[src/rtl/qspi_wb_arbiter_if.sv]
// Bus bundle between the two Wishbone masters (instruction fetch m0, data m1),
// the arbiter, and the single SPI-controller slave port.
interface qspi_wb_arbiter_if;
    logic        m0_cyc_i, m0_stb_i, m0_we_i;
    logic [7:0]  m0_adr_i;
    logic [31:0] m0_dat_i;
    logic [3:0]  m0_sel_i;
    logic        m0_ack_o, m0_err_o;
    logic [31:0] m0_dat_o;

    logic        m1_cyc_i, m1_stb_i, m1_we_i;
    logic [7:0]  m1_adr_i;
    logic [31:0] m1_dat_i;
    logic [3:0]  m1_sel_i;
    logic        m1_ack_o, m1_err_o;
    logic [31:0] m1_dat_o;

    logic        s_cyc_o, s_stb_o, s_we_o;
    logic [7:0]  s_adr_o;
    logic [31:0] s_dat_o;
    logic [3:0]  s_sel_o;
    logic        s_ack_i;
    logic [31:0] s_dat_i;

    // Arbiter view: consumes master requests and slave responses.
    modport slave (
        input  m0_cyc_i, m0_stb_i, m0_we_i, m0_adr_i, m0_dat_i, m0_sel_i,
        input  m1_cyc_i, m1_stb_i, m1_we_i, m1_adr_i, m1_dat_i, m1_sel_i,
        output m0_ack_o, m0_err_o, m0_dat_o, m1_ack_o, m1_err_o, m1_dat_o,
        output s_cyc_o, s_stb_o, s_we_o, s_adr_o, s_dat_o, s_sel_o,
        input  s_ack_i, s_dat_i
    );

    // Environment view: drives requests and slave responses.
    modport master (
        output m0_cyc_i, m0_stb_i, m0_we_i, m0_adr_i, m0_dat_i, m0_sel_i,
        output m1_cyc_i, m1_stb_i, m1_we_i, m1_adr_i, m1_dat_i, m1_sel_i,
        input  m0_ack_o, m0_err_o, m0_dat_o, m1_ack_o, m1_err_o, m1_dat_o,
        input  s_cyc_o, s_stb_o, s_we_o, s_adr_o, s_dat_o, s_sel_o,
        output s_ack_i, s_dat_i
    );
endinterface

[src/rtl/qspi_wb_arbiter.sv]
// Two-master round-robin Wishbone arbiter in front of the QSPI controller,
// holding ownership for a whole cyc so a flash command sequence is never split.
module qspi_wb_arbiter #(
    parameter logic [15:0] TIMEOUT = 16'd4096
) (
    input  logic              clk_i,
    input  logic              rst_ni,
    qspi_wb_arbiter_if.slave  bus,
    output logic [1:0]        grant_o
);
    typedef enum logic [1:0] {IDLE = 2'd0, OWN0 = 2'd1, OWN1 = 2'd2} state_t;

    state_t      state_q, state_d;
    logic        last_q, last_d;      // 1 = m1 granted last
    logic [15:0] cnt_q, cnt_d;
    logic        abort_q, abort_d;

    logic        own0, own1, own_cyc, stb_req, waiting, hit;
    logic        s_cyc, s_stb, s_we;
    logic [7:0]  s_adr;
    logic [31:0] s_dat;
    logic [3:0]  s_sel;

    always_ff @(posedge clk_i or negedge rst_ni) begin
        if (!rst_ni) begin
            state_q <= IDLE;
            last_q  <= 1'b1;
            cnt_q   <= 16'd0;
            abort_q <= 1'b0;
        end else begin
            state_q <= state_d;
            last_q  <= last_d;
            cnt_q   <= cnt_d;
            abort_q <= abort_d;
        end
    end

    always_comb begin
        state_d = state_q;
        last_d  = last_q;
        own0    = (state_q == OWN0);
        own1    = (state_q == OWN1);
        s_cyc   = 1'b0;
        stb_req = 1'b0;
        s_we    = 1'b0;
        s_adr   = 8'h00;
        s_dat   = 32'h0;
        s_sel   = 4'h0;
        if (own0) begin
            s_cyc   = bus.m0_cyc_i;
            stb_req = bus.m0_stb_i;
            s_we    = bus.m0_we_i;
            s_adr   = bus.m0_adr_i;
            s_dat   = bus.m0_dat_i;
            s_sel   = bus.m0_sel_i;
        end else if (own1) begin
            s_cyc   = bus.m1_cyc_i;
            stb_req = bus.m1_stb_i;
            s_we    = bus.m1_we_i;
            s_adr   = bus.m1_adr_i;
            s_dat   = bus.m1_dat_i;
            s_sel   = bus.m1_sel_i;
        end
        own_cyc = s_cyc;
        s_stb   = stb_req & ~abort_q;

        // Abort only while the owner keeps its cycle; a dropping master gets nothing.
        waiting = s_stb & ~bus.s_ack_i;
        hit     = waiting & (cnt_q == TIMEOUT - 16'd1);
        abort_d = hit & own_cyc;
        cnt_d   = (waiting & ~hit & own_cyc) ? cnt_q + 16'd1 : 16'd0;

        unique case (state_q)
            IDLE: begin
                if (bus.m0_cyc_i && bus.m1_cyc_i) begin
                    state_d = last_q ? OWN0 : OWN1;
                    last_d  = ~last_q;
                end else if (bus.m0_cyc_i) begin
                    state_d = OWN0;
                    last_d  = 1'b0;
                end else if (bus.m1_cyc_i) begin
                    state_d = OWN1;
                    last_d  = 1'b1;
                end
            end
            OWN0:    if (!bus.m0_cyc_i) state_d = IDLE;
            OWN1:    if (!bus.m1_cyc_i) state_d = IDLE;
            default: state_d = IDLE;
        endcase
    end

    assign bus.s_cyc_o  = s_cyc;
    assign bus.s_stb_o  = s_stb;
    assign bus.s_we_o   = s_we;
    assign bus.s_adr_o  = s_adr;
    assign bus.s_dat_o  = s_dat;
    assign bus.s_sel_o  = s_sel;

    // Ack beats a simultaneous abort.
    assign bus.m0_ack_o = own0 & bus.s_ack_i;
    assign bus.m1_ack_o = own1 & bus.s_ack_i;
    assign bus.m0_err_o = own0 & abort_q & ~bus.s_ack_i;
    assign bus.m1_err_o = own1 & abort_q & ~bus.s_ack_i;
    assign bus.m0_dat_o = own0 ? bus.s_dat_i : 32'h0;
    assign bus.m1_dat_o = own1 ? bus.s_dat_i : 32'h0;

    assign grant_o = {own1, own0};
endmodule

[src/flat_wrapper.sv]
// flat-port wrapper written by rule: the top's interface ports become plain ports
module qspi_wb_arbiter_flat 
#(
    parameter logic [15:0] TIMEOUT = 16'd4096
)
  (clk_i, rst_ni, grant_o, bus_m0_cyc_i, bus_m0_stb_i, bus_m0_we_i, bus_m0_adr_i, bus_m0_dat_i, bus_m0_sel_i, bus_m1_cyc_i, bus_m1_stb_i, bus_m1_we_i, bus_m1_adr_i, bus_m1_dat_i, bus_m1_sel_i, bus_m0_ack_o, bus_m0_err_o, bus_m0_dat_o, bus_m1_ack_o, bus_m1_err_o, bus_m1_dat_o, bus_s_cyc_o, bus_s_stb_o, bus_s_we_o, bus_s_adr_o, bus_s_dat_o, bus_s_sel_o, bus_s_ack_i, bus_s_dat_i);
  qspi_wb_arbiter_if bus_i ();
  input  logic clk_i;
  input  logic rst_ni;
  output logic [1:0] grant_o;
  input wire logic [$bits(bus_i.m0_cyc_i)-1:0] bus_m0_cyc_i;
  input wire logic [$bits(bus_i.m0_stb_i)-1:0] bus_m0_stb_i;
  input wire logic [$bits(bus_i.m0_we_i)-1:0] bus_m0_we_i;
  input wire logic [$bits(bus_i.m0_adr_i)-1:0] bus_m0_adr_i;
  input wire logic [$bits(bus_i.m0_dat_i)-1:0] bus_m0_dat_i;
  input wire logic [$bits(bus_i.m0_sel_i)-1:0] bus_m0_sel_i;
  input wire logic [$bits(bus_i.m1_cyc_i)-1:0] bus_m1_cyc_i;
  input wire logic [$bits(bus_i.m1_stb_i)-1:0] bus_m1_stb_i;
  input wire logic [$bits(bus_i.m1_we_i)-1:0] bus_m1_we_i;
  input wire logic [$bits(bus_i.m1_adr_i)-1:0] bus_m1_adr_i;
  input wire logic [$bits(bus_i.m1_dat_i)-1:0] bus_m1_dat_i;
  input wire logic [$bits(bus_i.m1_sel_i)-1:0] bus_m1_sel_i;
  output wire logic [$bits(bus_i.m0_ack_o)-1:0] bus_m0_ack_o;
  output wire logic [$bits(bus_i.m0_err_o)-1:0] bus_m0_err_o;
  output wire logic [$bits(bus_i.m0_dat_o)-1:0] bus_m0_dat_o;
  output wire logic [$bits(bus_i.m1_ack_o)-1:0] bus_m1_ack_o;
  output wire logic [$bits(bus_i.m1_err_o)-1:0] bus_m1_err_o;
  output wire logic [$bits(bus_i.m1_dat_o)-1:0] bus_m1_dat_o;
  output wire logic [$bits(bus_i.s_cyc_o)-1:0] bus_s_cyc_o;
  output wire logic [$bits(bus_i.s_stb_o)-1:0] bus_s_stb_o;
  output wire logic [$bits(bus_i.s_we_o)-1:0] bus_s_we_o;
  output wire logic [$bits(bus_i.s_adr_o)-1:0] bus_s_adr_o;
  output wire logic [$bits(bus_i.s_dat_o)-1:0] bus_s_dat_o;
  output wire logic [$bits(bus_i.s_sel_o)-1:0] bus_s_sel_o;
  input wire logic [$bits(bus_i.s_ack_i)-1:0] bus_s_ack_i;
  input wire logic [$bits(bus_i.s_dat_i)-1:0] bus_s_dat_i;
  assign bus_i.m0_cyc_i = bus_m0_cyc_i;
  assign bus_i.m0_stb_i = bus_m0_stb_i;
  assign bus_i.m0_we_i = bus_m0_we_i;
  assign bus_i.m0_adr_i = bus_m0_adr_i;
  assign bus_i.m0_dat_i = bus_m0_dat_i;
  assign bus_i.m0_sel_i = bus_m0_sel_i;
  assign bus_i.m1_cyc_i = bus_m1_cyc_i;
  assign bus_i.m1_stb_i = bus_m1_stb_i;
  assign bus_i.m1_we_i = bus_m1_we_i;
  assign bus_i.m1_adr_i = bus_m1_adr_i;
  assign bus_i.m1_dat_i = bus_m1_dat_i;
  assign bus_i.m1_sel_i = bus_m1_sel_i;
  assign bus_m0_ack_o = bus_i.m0_ack_o;
  assign bus_m0_err_o = bus_i.m0_err_o;
  assign bus_m0_dat_o = bus_i.m0_dat_o;
  assign bus_m1_ack_o = bus_i.m1_ack_o;
  assign bus_m1_err_o = bus_i.m1_err_o;
  assign bus_m1_dat_o = bus_i.m1_dat_o;
  assign bus_s_cyc_o = bus_i.s_cyc_o;
  assign bus_s_stb_o = bus_i.s_stb_o;
  assign bus_s_we_o = bus_i.s_we_o;
  assign bus_s_adr_o = bus_i.s_adr_o;
  assign bus_s_dat_o = bus_i.s_dat_o;
  assign bus_s_sel_o = bus_i.s_sel_o;
  assign bus_i.s_ack_i = bus_s_ack_i;
  assign bus_i.s_dat_i = bus_s_dat_i;
  qspi_wb_arbiter #(.TIMEOUT(TIMEOUT)) u_core (.clk_i(clk_i), .rst_ni(rst_ni), .bus(bus_i), .grant_o(grant_o));
endmodule
[config.mk]
export PLATFORM = sky130hd
export DESIGN_NAME = qspi_wb_arbiter_flat
export DESIGN_NICKNAME = d
export VERILOG_FILES = /design/src/rtl/qspi_wb_arbiter_if.sv /design/src/rtl/qspi_wb_arbiter.sv /design/src/flat_wrapper.sv
export SDC_FILE = /design/constraint.sdc
export NUM_CORES = 1
export LEC_CHECK = 0
export CAP_MARGIN = 20
export CORE_ASPECT_RATIO = 0.9
export CORE_MARGIN = 10
export CORE_UTILIZATION = 28
export CTS_BUF_LIST = sky130_fd_sc_hd__clkbuf_8 sky130_fd_sc_hd__clkbuf_16
export DETAILED_ROUTE_END_ITERATION = 12
export PLACE_DENSITY = 0.85
export SYNTH_ARGS = -nofsm -noshare
export SYNTH_HDL_FRONTEND = slang
export SYNTH_SLANG_ARGS = --single-unit
[constraint.sdc]
create_clock -name clk_i -period 3.4 [get_ports clk_i]
set_clock_uncertainty 0.15 [all_clocks]
set_input_delay 0.68 -clock clk_i [delete_from_list [all_inputs] [get_ports clk_i]]
set_output_delay 0.68 -clock clk_i [all_outputs]
set_load 0.02 [all_outputs]
==> results by group <==
Critical path
  • Worst path bufs/invs: 3
  • Crit Path Class: flop to output pin
  • Critical Path Sink Type: output pin
  • Critical-path cell list: inv_1, nor2_4, buf_12, a22o_1, clkdlybuf4s50_1
  • Startpoint types: flop
  • Max incr delay on CP: 660 ps
  • CP delay by family, top: buffers and inverters
  • Critical Path RT: 2570 ps
  • Crit path DAT: around 2200 ps
  • CP Max Fanout: 80
  • Slowest cell on crit path: clkdlybuf4s50_1

Synthesis
  • Synthesized cell area: 1900 um^2
  • Post-Synthesis Cells: around 230
  • Seq cells post-synth: 20
  • Syn_area_per_cell: 8.20 um^2
  • Unique masters post-synth: 29
  • Mapped Nets: 362
  • Register area share after synthesis: between 20% and 30%
  • Warnings, synthesis: 0

Pwr
  • Pwr/cell area: 360 nW/um^2
  • Register share of total power: 16.8%
  • Total power: 1.62 mW
  • Comb power frac: 73.6%
  • Worst VDD drop: 0.226 mV
  • Total internal power: 0.945 mW
  • Leak pwr: approximately 1.7 nW
  • Switch Pwr: roughly 0.67 mW
  • Switching share of power: between 40 and 50%
  • Power share of the clock group: 9.7%

STA
  • Least-Margin Pin Slew: approximately 880 ps
  • Hold Fails Final Rpt: 0
  • Final Cycle Share: between 90 and 100%
  • Fmax: around 0.33 GHz
  • Max Slew Vio Count: 0
  • Relative slew slack: 41.1%
  • RSZ-0062 raised after global routing: no
  • Clock period minus worst slack: 3070 ps
  • Setup TNS: 0 ps
  • Final WS setup: between 300 and 400 ps
  • Final setup vio count: 0

Clock tree
  • Clock sinks: 20
  • CTS root buf: clkbuf_8
  • CTS tree: done
  • CTS H-tree lvls: 1
  • Worst-Skew Late Latency: 260 ps
  • Hold_buf cts: 0
  • Number of buffers created by CTS: 3
  • Post_cts resized: 0
  • Clk buf depth: 2
  • Clock transition at path regs: 70 ps
  • Post-CTS setup buffer count: 0

Floorplan
  • Die area: 10500 um^2
  • Ports: between 200 and 250
  • Die width: 107 um
  • Die Y: 98.2 um
  • Initial Utilization: 28.9%
  • Core Rows: 28
  • Core ar.: 6590 um^2

GRT
  • Initial antenna violation count: 1
  • Vias in the first global route: approximately 2.8k
  • Total gr overflow: 0
  • Largest net degree at the start of global routing: 81
  • First-pass GRT wire length: 17700 um
  • Total track usage: 22.0%

Detailed routing
  • Wire per inst: between 20 and 25 um
  • Initial DRC count: 110
  • Via/cell ratio: 4.81
  • # DRC: 0
  • Routed vias: 2670
  • WL final: 12500 um
  • First drt pass iteration count: 4
  • Post-route ant nets: 0

Placed design
  • Routability Congestion: 0.819
  • Setup WS pre-CTS: around 500 ps
  • Cells after DPL: 550
  • Placed Instance Area: 4440 um^2
  • DP Wirelength: about 11000 um
  • Port bufs: 245

Layout
  • Nets@finish: 595
  • Most frequent cells in the layout: clkdlybuf4s50_1, and2_1, a22o_1, nor2_1, dfrtp_1
  • Layout cells sized above 1: 3.23%
  • Most common cell after layout, fill and taps aside: clkdlybuf4s50_1
  • Area grow syn2layout: 136%
  • Design area: 4490 um^2
  • Post-Layout Cell Count: 555

Min path
  • Worst hold path class: flop to flop

Outcome
  • Outcome: finished, final reports clean

Job
  • Max Cap Viol: 0
[registers in the layout, indices dropped and copies added (netlist names)]
name            cells
u_core.abort_q      1
u_core.cnt_q       16
u_core.last_q       1
u_core.state_q      2
[per-layer routing]
| metal | up-vias | track usage, % | share of wire (%) |
|---|---|---|---|
| li1 | 1293 | - | - |
| met1 | 1233 | 20.6 | 35 |
| met2 | 129 | 44.0 | 56 |
| met3 | 15 | 6.77 | 7.4 |
| met4 | 0 | 5.83 | 2.3 |
| met5 | - | 0 | 0 |
[metrics by stage]
step | utilization, % | hold slack (ps)
finish | 68.2 | 375
global route | 68.2 | 405
CTS | 68.1 | 379
detailed placement | 67.5 | 365
global placement | 67.5 | 351
floorplan | - | 234
[cells by family (layout without fill, tap and decap cells)]
| logic type | count (synthesis) | after routing | synth area share, % |
|---|---|---|---|
| AO/OA/AOI/OAI | 53 | 53 | 24.0 |
| AND/OR/NAND/NOR | 122 | 122 | 37.6 |
| flip-flops | 20 | 20 | 26.4 |
| other | 0 | 1 | 0 |
| buffers and inverters | 23 | 255 | 5.33 |
| adder cells (fa/ha/maj) | 1 | 1 | 0.658 |
| XOR/XNOR | 13 | 13 | 5.99 |
[power by group through the flow]
stage / sequential, mW / combinational [mW] / clock, mW
global placement: 0.273 / 1.19 / 0
floorplan: 0.268 / 0.546 / 0
global route: 0.274 / 1.25 / 0.170
finish: 0.271 / 1.19 / 0.156
detailed placement: 0.275 / 1.20 / 0
CTS: 0.271 / 1.20 / 0.161
[Yosys cell counts, drive strengths merged]
library cell	count	area share [%]
nor3	3	0.79
dfstp	1	1.4
buf	3	1.4
or4	3	1.5
xnor2	10	4.6
clkbuf	18	3.6
a21oi	3	0.79
nor4	5	1.6
and3b	2	0.92
nor2b	1	0.33
nand3	3	0.79
inv	2	0.39
nand3b	4	1.6
a22o	45	21
and2	66	22
nand4	4	2.1
o31ai	2	0.79
nand2b	1	0.33
ha	1	0.66
a31oi	1	0.33
nor2	20	3.9
dfrtp	19	25
o211ai	1	1.1
xor2	3	1.4
nand2	10	2.0
o21ai	1	0.26
[worst paths after layout]
path / to / slack, ps / cells past startpoint / from
setup / recovery: bus_s_dat_o[23] / 330 / 5 / u_core.state_q[1]$_DFFE_PN0P_
hold / removal: u_core.cnt_q[0]$_DFF_PN0_ / 370 / 1 / u_core.cnt_q[0]$_DFF_PN0_
setup reg to reg: u_core.cnt_q[5]$_DFF_PN0_ / 1170 / 4 / u_core.cnt_q[2]$_DFF_PN0_
hold reg to reg: u_core.cnt_q[0]$_DFF_PN0_ / 370 / 1 / u_core.cnt_q[0]$_DFF_PN0_
max in group asynchronous: u_core.state_q[0]$_DFFE_PN0P_ / 1790 / 1 / rst_ni
min in group asynchronous: u_core.cnt_q[4]$_DFF_PN0_ / 770 / 1 / rst_ni
[area by class of cell]
class	instances	area, um^2
antenna	1	2.50
clock buffer	3	41.3
clock inverter	1	3.75
fill	565	2100
inverter	2	7.51
multi-input combinational	189	1310
sequential	20	502
tap	90	113
timing repair buffer	249	2510
Note: power is estimated with default switching activity, not from simulation.
